===== config.mk =====
export PLATFORM = sky130hd
export DESIGN_NAME = reaction_timer_flat
export DESIGN_NICKNAME = d
export VERILOG_FILES = /design/src/rtl/reaction_if.sv /design/src/rtl/reaction_timer.sv /design/src/flat_wrapper.sv
export SDC_FILE = /design/constraint.sdc
export NUM_CORES = 1
export LEC_CHECK = 0
export BUFFER_PORTS_ARGS = -buffer_cell sky130_fd_sc_hd__buf_2
export CORE_ASPECT_RATIO = 1.25
export CORE_UTILIZATION = 50
export CTS_BUF_LIST = sky130_fd_sc_hd__clkbuf_8
export CTS_CLUSTER_DIAMETER = 50
export DETAILED_ROUTE_END_ITERATION = 8
export GPL_ROUTABILITY_DRIVEN = 0
export PLACE_DENSITY = 0.71
export SLEW_MARGIN = 20
export SYNTH_ARGS = -nofsm -noshare
export SYNTH_HDL_FRONTEND = slang
export SYNTH_SLANG_ARGS = --single-unit

===== constraint.sdc =====
create_clock -name clk -period 5.24 [get_ports clk]
set_input_delay 0.262 -clock clk [delete_from_list [all_inputs] [get_ports clk]]
set_output_delay 0.262 -clock clk [all_outputs]
set_load 0.01 [all_outputs]

===== src/rtl/reaction_if.sv =====
// reaction_if: light bar, button and result handshake between reaction_timer and its environment.
// The `best` signal exists only when REACTION_BEST_EN is defined.
interface reaction_if #(parameter int CNT_W = 10);
   logic [7:0]       lights;
   logic             button;
   logic             result_ack;
   logic [CNT_W-1:0] result;
   logic             result_valid;
   logic             jump_start;
   logic             busy;
`ifdef REACTION_BEST_EN
   logic [CNT_W-1:0] best;
   modport master (output lights, button, result_ack,
                   input  result, result_valid, jump_start, busy, best);
   modport slave  (input  lights, button, result_ack,
                   output result, result_valid, jump_start, busy, best);
`else
   modport master (output lights, button, result_ack,
                   input  result, result_valid, jump_start, busy);
   modport slave  (input  lights, button, result_ack,
                   output result, result_valid, jump_start, busy);
`endif
endinterface


===== src/rtl/reaction_timer.sv =====
// reaction_timer: F1 start-light reaction timer with jump-start detection and ack-held results.
// Define REACTION_BEST_EN to add the `best` (fastest non-timeout result) output.
module reaction_timer #(
   parameter int TICK_DIV = 1000,
   parameter int CNT_W    = 10,
   parameter int MAX_MS   = 999
) (
   input  logic      clk,
   input  logic      rst,
   reaction_if.slave rif
);
   localparam int PW = $clog2(TICK_DIV);
   localparam logic [2:0] IDLE    = 3'd0;
   localparam logic [2:0] ARMED   = 3'd1;
   localparam logic [2:0] RUNNING = 3'd2;
   localparam logic [2:0] DONE    = 3'd3;
   localparam logic [2:0] FAULT   = 3'd4;
   localparam logic [CNT_W-1:0] MAX_C = CNT_W'(MAX_MS);

   logic [2:0]       state_q, state_d;
   logic [7:0]       lights_q;
   logic             button_q;
   logic [PW-1:0]    pre_q, pre_d;
   logic [CNT_W-1:0] ms_q, ms_d;
   logic [CNT_W-1:0] result_q, result_d;
   logic             press, wrap, ms_max;
`ifdef REACTION_BEST_EN
   logic [CNT_W-1:0] best_q, best_d;
`endif

   assign press  = rif.button & ~button_q;
   assign wrap   = pre_q == PW'(TICK_DIV - 1);
   assign ms_max = ms_q == MAX_C;

   always_comb begin
      state_d  = state_q;
      pre_d    = pre_q;
      ms_d     = ms_q;
      result_d = result_q;
`ifdef REACTION_BEST_EN
      best_d   = best_q;
`endif
      case (state_q)
         IDLE:    if (rif.lights != 8'h00) state_d = ARMED;
         ARMED: begin
            if (press) state_d = FAULT;
            else if (rif.lights == 8'h00) begin
               state_d = (lights_q == 8'hFF) ? RUNNING : IDLE;
               pre_d   = '0;
               ms_d    = '0;
            end
         end
         RUNNING: begin
            pre_d = wrap ? '0 : pre_q + PW'(1);
            ms_d  = (wrap && !ms_max) ? ms_q + CNT_W'(1) : ms_q;
            // a press wins over a same-cycle timeout and reports the pre-increment count
            if (press) begin
               state_d  = DONE;
               result_d = ms_q;
`ifdef REACTION_BEST_EN
               best_d   = (ms_q < best_q) ? ms_q : best_q;
`endif
            end else if (wrap && ms_max) begin
               state_d  = DONE;
               result_d = MAX_C;
            end
         end
         DONE, FAULT: if (rif.result_ack) state_d = IDLE;
         default: state_d = IDLE;
      endcase
   end

   always_ff @(posedge clk or negedge rst) begin
      if (!rst) begin
         state_q  <= IDLE;
         lights_q <= '0;
         button_q <= 1'b0;
         pre_q    <= '0;
         ms_q     <= '0;
         result_q <= '0;
      end else begin
         state_q  <= state_d;
         lights_q <= rif.lights;
         button_q <= rif.button;
         pre_q    <= pre_d;
         ms_q     <= ms_d;
         result_q <= result_d;
      end
   end

`ifdef REACTION_BEST_EN
   always_ff @(posedge clk or negedge rst) begin
      if (!rst) best_q <= MAX_C;
      else      best_q <= best_d;
   end
   assign rif.best = best_q;
`endif

   assign rif.result       = result_q;
   assign rif.result_valid = state_q == DONE;
   assign rif.jump_start   = state_q == FAULT;
   assign rif.busy         = (state_q == ARMED) || (state_q == RUNNING);
endmodule


===== src/flat_wrapper.sv =====
// flat-port wrapper written by rule: the top's interface ports become plain ports
module reaction_timer_flat 
#(
   parameter int TICK_DIV = 1000,
   parameter int CNT_W    = 10,
   parameter int MAX_MS   = 999
)
  (clk, rst, rif_lights, rif_button, rif_result_ack, rif_result, rif_result_valid, rif_jump_start, rif_busy);
  reaction_if #(.CNT_W(CNT_W)) rif_i ();
  input  logic clk;
  input  logic rst;
  input wire logic [$bits(rif_i.lights)-1:0] rif_lights;
  input wire logic [$bits(rif_i.button)-1:0] rif_button;
  input wire logic [$bits(rif_i.result_ack)-1:0] rif_result_ack;
  output wire logic [$bits(rif_i.result)-1:0] rif_result;
  output wire logic [$bits(rif_i.result_valid)-1:0] rif_result_valid;
  output wire logic [$bits(rif_i.jump_start)-1:0] rif_jump_start;
  output wire logic [$bits(rif_i.busy)-1:0] rif_busy;
  assign rif_i.lights = rif_lights;
  assign rif_i.button = rif_button;
  assign rif_i.result_ack = rif_result_ack;
  assign rif_result = rif_i.result;
  assign rif_result_valid = rif_i.result_valid;
  assign rif_jump_start = rif_i.jump_start;
  assign rif_busy = rif_i.busy;
  reaction_timer #(.TICK_DIV(TICK_DIV), .CNT_W(CNT_W), .MAX_MS(MAX_MS)) u_core (.clk(clk), .rst(rst), .rif(rif_i));
endmodule

### Word level (Yosys, flattened, before mapping)

Index checks and enable logic that the tools add are counted.

| storage, ports and cells | value |
|---|---|
| bits in registers | 42 |
| input port bits | 12 |
| word-level logic and storage cells | 54 |

| cells by class | value |
|---|---|
| add/subtract/negate cells | 2 |
| eq/ne operators | 14 |
| mux-type cells | 16 |
| bitwise operators | 2 |
| reduce and logical (&&, ||, !) cells | 14 |

Operators by type and width:

| cell | number |
|---|---|
| 2-to-1 mux 10 bit | 6 |
| case mux 10 bit (2 select lines) | 2 |
| adder 10 x 1 -> 10 bit, second input constant | 2 |
| equality test 10 bit, second input constant | 2 |
| 2-to-1 mux 3 bit | 6 |
| case mux 3 bit (4 select lines) | 1 |
| equality test 8 bit, second input constant | 1 |
| logical NOT 8 bit | 1 |
| AND reduction 4 bit | 2 |
| nonzero test 8 bit | 1 |
| equality test 3 x 2 -> 1 bit, second input constant | 2 |
| != test 2 x 1 -> 1 bit, second input constant | 3 |
| != test 3 x 1 -> 1 bit, second input constant | 2 |
| != test 2 bit, second input constant | 2 |
| nonzero test 2 bit | 2 |
| equality test 3 x 1 -> 1 bit, second input constant | 1 |
| equality test 3 bit, second input constant | 1 |
| logical NOT 3 bit | 1 |
| AND reduction 3 bit | 1 |
| logical AND 1 bit | 2 |
| 2-to-1 mux 2 bit | 1 |
| AND reduction 2 bit | 1 |
| OR reduction 2 bit | 1 |
| AND 1 bit | 1 |
| 3 further kinds | 3 |

### Longest topological paths before layout

Gate-level depths: netlist (run 1).

| depth | value |
|---|---|
| depth in word-level cells | 5 |
| gate-level depth with buffers | 7 |
| gate-level depth less buffers | 6 |

### Worst setup path after synthesis (run 1)

OpenSTA, ideal clock, no wires.

| timing path | value |
|---|---|
| kind | reg2reg |
| from | register u_core.pre_q[0] |
| to | register u_core.ms_q[6] |
| library setup time | 0.125 ns |
| data arrival time | 1.647 ns |
| data required time | 5.115 ns |
| setup slack | 3.468 ns |
| stages on the path, launching flop included | 7 |
| buffers on the path | 0 |
| cells stage by stage | dfrtp_1 -> ha_1 -> nand4bb_1 -> nor3_2 -> a32oi_2 -> o21bai_1 -> mux2_4 |

| on the way | value |
|---|---|
| word-level cells in the longest chain between the ends | 4 |

Ends and longest elaborated chain:

| item | line | text |
|---|---|---|
| start, declared | reaction_timer.sv:23 | `logic [PW-1:0] pre_q, pre_d;` |
| start signal, assigned | reaction_timer.sv:85 | `pre_q <= pre_d;` |
| equality test 10 bit | reaction_timer.sv:32 | `assign wrap = pre_q == PW'(TICK_DIV - 1);` |
| logical AND 1 bit | reaction_timer.sv:55 | `ms_d = (wrap && !ms_max) ? ms_q + CNT_W'(1) : ms_q;` |
| != test 2 x 1 -> 1 bit (no source line) | - |  |
| AND reduction 4 bit (no source line) | - |  |
| end signal, assigned | reaction_timer.sv:86 | `ms_q <= ms_d;` |
| end, declared | reaction_timer.sv:24 | `logic [CNT_W-1:0] ms_q, ms_d;` |

No other way between the ends.
A chain may end at the register's enable or synchronous reset.

### Worst setup path in the final report (run 1)

| timing path | value |
|---|---|
| from | register u_core.state_q[1] |
| to | register u_core.ms_q[4] |

| on the way | value |
|---|---|
| word-level cells in the longest chain between the ends | 3 |
| elaborated cells between the ends (all ways) | 8 |
| classes of those cells | eq/ne (5); mux (1); reduce/logical (2) |

Ends and longest elaborated chain:

| item | line | text |
|---|---|---|
| start, declared | reaction_timer.sv:20 | `logic [2:0] state_q, state_d;` |
| start signal, assigned | reaction_timer.sv:82 | `state_q <= state_d;` |
| equality test 3 x 1 -> 1 bit / equality test 3 x 2 -> 1 bit (equally long branches) | reaction_timer.sv:43 | `case (state_q)` |
| != test 2 bit (no source line) (tied with other cells) | - |  |
| AND reduction 4 bit (no source line) | - |  |

Several ways; a longest one is shown, not always the timed one.

==> out/metrics.csv, run 1 <==
metric;value;unit
Post-Syn Area;1970;µm²
I/O pins;25;
cts repair resizes;0;
Die H;72.1;µm
DP Area;2130;µm²
most common library cells after synthesis;dfrtp_1, o21ai_0, nor2_1;
WL final;4000;µm
total track usage;21.9;%
GRT Residual Overflow;0;
cell taking the most area after synthesis;dfrtp_1;
cell count after synthesis;192;
Tcrit/Tclk final;44.3;%
crit path kind;reg -> reg;
setup_tns;0;ns
Yosys reg bits;42;
largest net degree at the start of global routing;43;
worst r2r src;u_core.state_q[1]$_DFFE_PN0P_;
max-cap check violation count;0;
final clock skew;0.00894;ns
clock root buffer;clkbuf_8;
Antenna Cells;0;
Hold Fails Final Rpt;0;
crit path max fanout;12;
ys async rst share;100;%
Die W;58.1;µm
Relative slew margins;39.7;%
Vias/cell;5.85;
Worst Setup Start Kind;flip-flop;
HP Class;in -> reg;
first-pass GRT wire length;6890;µm
filler instances;333;
CP endpoint kind;flip-flop;
Critical Path RT;5.48;ns
fin. max-slew vios;0;
CTS sink count;42;
syn_area_per_cell;10.2;µm²
1st-pass router iterations;4;
Netlist cell types;43;
Port Buffers;24;
yosys warns;0;
Clk Latency, worst-skew pair;0.29;ns
CTS tree;done;
Final min period;2.32;ns
cell with the most instances after synthesis;dfrtp_1;
worst slew pin tran;0.905;ns
status;finished clean;
FF/Latch Area;1050;µm²
Max Fclk;0.431;GHz
Final Cell Area;2220;µm²
1st-iter DRT viols;109;
Clock H-tree levels;2;
Worst Path Arrival;2.56;ns
postcts setup bufs;0;
RSZ-0062 raised after global routing;false;
Final ANT Viol Nets;0;
via count;1590;
syn_nets;206;
vias in the first global route;1523;
HPWL Detailed;2850;µm
number of synthesized flops with an enable pin;0;
die area;4190;µm²
post-DR wirelength/cell;14.7;µm
Area Growth Syn to Fin;13.1;%
core box area;3780;µm²
total CTS buffers;5;
Final Util;58.7;%
CP startpoint;u_core.state_q[1]$_DFFE_PN0P_;
Clock Path Buffers;2;
synth top area cells;dfrtp_1, o21ai_0, nor2_1, o22a_1, nand2_1;
nets@finish;231;
DRC Markers;0;
worst vdd ir;0.277;mV
initial core utilization;51.9;%
worst hold path startpoint;rif_button;
Worst-path clk slew;0.08;ns
initial antenna violation count;0;
ys flop type;dfrtp_1;
Power Dens Cells;326;nW/µm²
sequential-to-total area share from yosys stat;53.5;%
hold_buf cts;0;
Multi-input gate area;878;µm²
standard-cell rows;25;
Leak;0.932;nW
layout cells sized above 1;19.7;%
share of the synthesized area in the top cell type;53.5;%
final number of setup-violating endpoints;0;
-- report_power, final --
| part | switching (mW) | internal (mW) | total [mW] |
|---|---|---|---|
| Clock | 0.109 | 0.106 | 0.215 |
| Combinational | 0.0689 | 0.0495 | 0.118 |
| Sequential | 0.0379 | 0.353 | 0.391 |
-- path summary, 6_finish.rpt --
| kind | slack (ns) | cells after the start | end |
|---|---|---|---|
| setup / recovery | 2.92 | 4 | u_core.ms_q[4]$_DFFE_PN0P_ |
| hold / removal | 0.08 | 1 | u_core.button_q$_DFF_PN0_ |
| setup reg to reg | 2.92 | 4 | u_core.ms_q[4]$_DFFE_PN0P_ |
| hold reg to reg | 0.49 | 1 | u_core.pre_q[8]$_DFFE_PN0P_ |
| max in group asynchronous | 4.58 | 1 | u_core.pre_q[6]$_DFFE_PN0P_ |
| min in group asynchronous | 0.09 | 1 | u_core.rif.result[0]$_DFFE_PN0P_ |
-- stage by stage --
step                      hold slack [ns]  power (mW)  instances  setup WS, ns
after floorplan                   -0.0336       0.472        192          3.47
after global placement              0.380       0.505        264          3.08
after detailed placement            0.383       0.515        264          2.96
after CTS                          0.0732       0.729        272          2.94
after global routing               0.0630       0.764        272          2.76
final                              0.0773       0.725        272          2.92
-- layer usage --
| layer | vias up | global-route usage (%) | share of wire (%) |
|---|---|---|---|
| li1 | 762 | - | - |
| met1 | 770 | 27.6 | 43 |
| met2 | 50 | 34.6 | 51 |
| met3 | 8 | 5.88 | 4.3 |
| met4 | 0 | 10.8 | 2.0 |
| met5 | - | 0 | 0 |
-- logic make-up (layout without fill, tap and decap cells) --
family                     count (synthesis)  after routing  synth area share (%)
buffers and inverters                      9             35                  1.85
adders and majority gates                  2              2                  1.27
muxes                                      1              1                 0.764
DFF                                       42             42                  53.5
AOI/OAI and AO/OA                         56             56                  18.9
xor gates and xnor gates                   2              2                 0.891
and+or+nand+nor                           80             80                  22.9
-- sequential cells by signal, summed over array words and instances (netlist names) --
| signal | count |
|---|---|
| u_core.state_q | 3 |
| u_core.button_q | 1 |
| u_core.ms_q | 10 |
| u_core.rif.result | 10 |
| u_core.lights_q | 8 |
| u_core.pre_q | 10 |
-- critical path, stage by stage, from the launching register on --
cell and delay (ns):
dfrtp_1 0.60, nor3b_2 0.62, nand3_1 0.50, or3b_1 0.48, nand2_1 0.07
-- final cells by class --
class                      count  share of cell area [%]
inverter                       3                   0.506
sequential                    42                    47.3
multi-input combinational    141                    39.5
clock inverter                 2                   0.563
tap                           54                    3.04
clock buffer                   6                    3.71
timing repair buffer          24                    5.40
-- cell usage in the layout (no fill, tap or decap), drive strengths merged, types with 2 or more instances in the layout --
cell type and n:
nor3 2, a21oi 2, nor2b 4, buf 24, dfrtp 42, or2 2, nand2 16, o21ai 26
a22oi 2, o41ai 2, clkbuf 6, nand4 6, a31oi 5, ha 2, o31ai 6, nor3b 2
or4 3, nand3 9, and2 3, and3 6, inv 3, o22a 8, nor2 20
Power figures use the tool's default switching activity.
==> run 2: changes to the inputs <==
==> constraint.sdc (replaced) <==
create_clock -name clk -period 2.3 [get_ports clk]
set_input_delay 0.115 -clock clk [delete_from_list [all_inputs] [get_ports clk]]
set_output_delay 0.115 -clock clk [all_outputs]
set_load 0.01 [all_outputs]
==> out/metrics.csv, run 2 (same netlist as run 1, synthesis figures left out) <==
metric;value;unit;change
via count;1617;;was 1,590
setup_tns;0;ns;unchanged
Clock H-tree levels;2;;unchanged
Final ANT Viol Nets;0;;unchanged
worst slew pin tran;0.920;ns;was 0.905 ns
vias in the first global route;1641;;was 1,523
Buffers & Inverters on Critical Path;2;;was 0
GRT Residual Overflow;0;;unchanged
Port Buffers;24;;unchanged
Power Dens Cells;739;nW/µm²;was 326 nW/µm²
Clock Path Buffers;2;;unchanged
Die W;58.1;µm;unchanged
crit path cell chain;dlygate4sd3_1 > buf_2 > or4_4 > nor4_4 > a32oi_2 > o21bai_1 > mux2_4;;was nor3b_2 > nand3_1 > or3b_1 > nand2_1
initial antenna violation count;0;;unchanged
worst reg2reg path depth;6;;was 4
Die H;72.1;µm;unchanged
final number of setup-violating endpoints;0;;unchanged
initial core utilization;51.9;%;unchanged
Final min period;2.06;ns;
filler instances;325;;was 333
RR Endpoint;u_core.ms_q[6]$_DFFE_PN0P_;;was u_core.ms_q[4]$_DFFE_PN0P_
WL final;4160;µm;was 4000 µm
Vias/cell;5.65;;was 5.85
commonest cells after routing, fill and taps aside;dfrtp_1, o21ai_0, buf_2;;unchanged
I/O pins;25;;unchanged
final clock skew;0.00514;ns;was 0.00894 ns
Antenna Cells;0;;unchanged
Clk Latency, worst-skew pair;0.29;ns;about the same
HP Class;in -> reg;;unchanged
core box area;3780;µm²;unchanged
first-pass GRT wire length;7270;µm;was 6890 µm
Max Fclk;0.485;GHz;
CP peak stage delay;0.56;ns;was 0.62 ns
CTS sink count;42;;unchanged
clock root buffer;clkbuf_8;;unchanged
worst vdd ir;0.530;mV;was 0.277 mV
crit path kind;in -> reg;;was reg -> reg
DP Area;2170;µm²;was 2130 µm²
flop-to-flop setup slack;0.30;ns;was 2.92 ns
max-cap check violation count;0;;unchanged
crit-path leading delay family;simple AND/OR/NAND/NOR gates;;unchanged
Area Growth Syn to Fin;21.0;%;was 13.1%
status;finished clean;;unchanged
standard-cell rows;25;;unchanged
worst hold path startpoint;rif_result_ack;;was rif_button
Critical Path RT;2.48;ns;was 5.48 ns
total CTS buffers;5;;unchanged
Final Cell Area;2380;µm²;was 2220 µm²
Worst Path Arrival;2.24;ns;was 2.56 ns
crit path max fanout;9;;was 12
Worst Setup Start Kind;input pin;;was flip-flop
layout cells sized above 1;20.3;%;was 19.7%
Worst-path clk slew;0.07;ns;was 0.08 ns
postcts setup bufs;0;;unchanged
1st-pass router iterations;4;;unchanged
Relative slew margins;38.7;%;was 39.7%
Final Util;62.8;%;was 58.7%
nets@finish;246;;was 231
RSZ-0062 raised after global routing;false;;unchanged
CP max stage cell;or4_4;;was nor3b_2
Hold Fails Final Rpt;0;;unchanged
HPWL Detailed;2920;µm;was 2850 µm
1st-iter DRT viols;92;;was 109
CP endpoint kind;flip-flop;;unchanged
Tcrit/Tclk final;89.6;%;
worst r2r src;u_core.pre_q[0]$_DFFE_PN0P_;;was u_core.state_q[1]$_DFFE_PN0P_
post-DR wirelength/cell;14.5;µm;was 14.7 µm
commonest non-fill, non-tap cell in the layout;dfrtp_1;;unchanged
Hold Crit Depth;4;;was 1
hold endpoint;u_core.state_q[2]$_DFFE_PN0P_;;was u_core.button_q$_DFF_PN0_
total track usage;23.0;%;was 21.9%
largest net degree at the start of global routing;43;;unchanged
die area;4190;µm²;unchanged
DRC Markers;0;;unchanged
CTS tree;done;;unchanged
Leak;1.01;nW;was 0.932 nW
fin. max-slew vios;0;;unchanged
## run 2: cell count changes in the layout (fill, tap and decap cells not counted)
cell,previous run,this run
bufinv_16,0,1
clkinvlp_4,1,0
dlygate4sd3_1,0,10
clkinv_2,1,0
buf_4,0,5
## run 2: cell type report
type	count	area, µm²	share of cell area [%]
Clock inverter	1	30.0	1.26
Timing Repair Buffer	39	258	10.8
Sequential cell	42	1050	44.2
Multi-Input combinational cell	141	878	36.9
Clock buffer	6	82.6	3.47
Inverter	3	11.3	0.473
Tap cell	54	67.6	2.84
## run 2: repair_timing
item                                   in CTS  in global routing
endpoints found under the hold margin      51                  0
hold buffers                               10                  0
resized for setup                           0                  0
## run 2: power by group
part | total (mW) | internal (mW) | switching (mW)
logic | 0.285 | 0.125 | 0.159
clock network | 0.581 | 0.347 | 0.234
registers | 0.891 | 0.806 | 0.0858
## run 2: how the worst max path moves through the flow
| stage | start | to | slack, ns | depth (start not counted) |
|---|---|---|---|---|
| 6_report | rif_lights[1] | u_core.ms_q[6]$_DFFE_PN0P_ | 0.24 | 7 |
| 5_1_grt | u_core.pre_q[0]$_DFFE_PN0P_ | u_core.ms_q[6]$_DFFE_PN0P_ | 0.13 | 6 |
| 4_1_cts | rif_lights[1] | u_core.ms_q[6]$_DFFE_PN0P_ | 0.23 | 7 |
| 3_5_place_dp | u_core.pre_q[0]$_DFFE_PN0P_ | u_core.ms_q[6]$_DFFE_PN0P_ | 0.32 | 6 |
| 3_3_place_gp | u_core.pre_q[0]$_DFFE_PN0P_ | u_core.ms_q[6]$_DFFE_PN0P_ | 0.41 | 6 |
| 2_1_floorplan | u_core.pre_q[0]$_DFFE_PN0P_ | u_core.ms_q[6]$_DFFE_PN0P_ | 0.53 | 6 |
## run 2: routing by layer
metal,global-route usage (%),wire (µm),up-vias
li1,-,-,787
met1,26.9,1740,778
met2,40.4,2200,47
met3,5.35,153,5
met4,9.26,65,0
met5,0,0,-
## run 2: worst register-to-register path: cells and delay by family (launching register included)
kind            cells  cell delay (ns)
simple gates        2             0.53
compound gates      2             0.47
flops               1             0.40
mux                 1             0.25
fa+ha+maj           1             0.23
## run 2: through the flow
step / total power [mW] / std cells / hold slack, ns / setup WS [ns]
detailed placement: 1.17 / 269 / 0.241 / 0.321
global placement: 1.16 / 269 / 0.238 / 0.405
global route: 1.85 / 286 / 0.213 / 0.135
CTS: 1.77 / 286 / 0.185 / 0.233
floorplan: 1.08 / 192 / -0.181 / 0.528
finish: 1.76 / 286 / 0.181 / 0.238
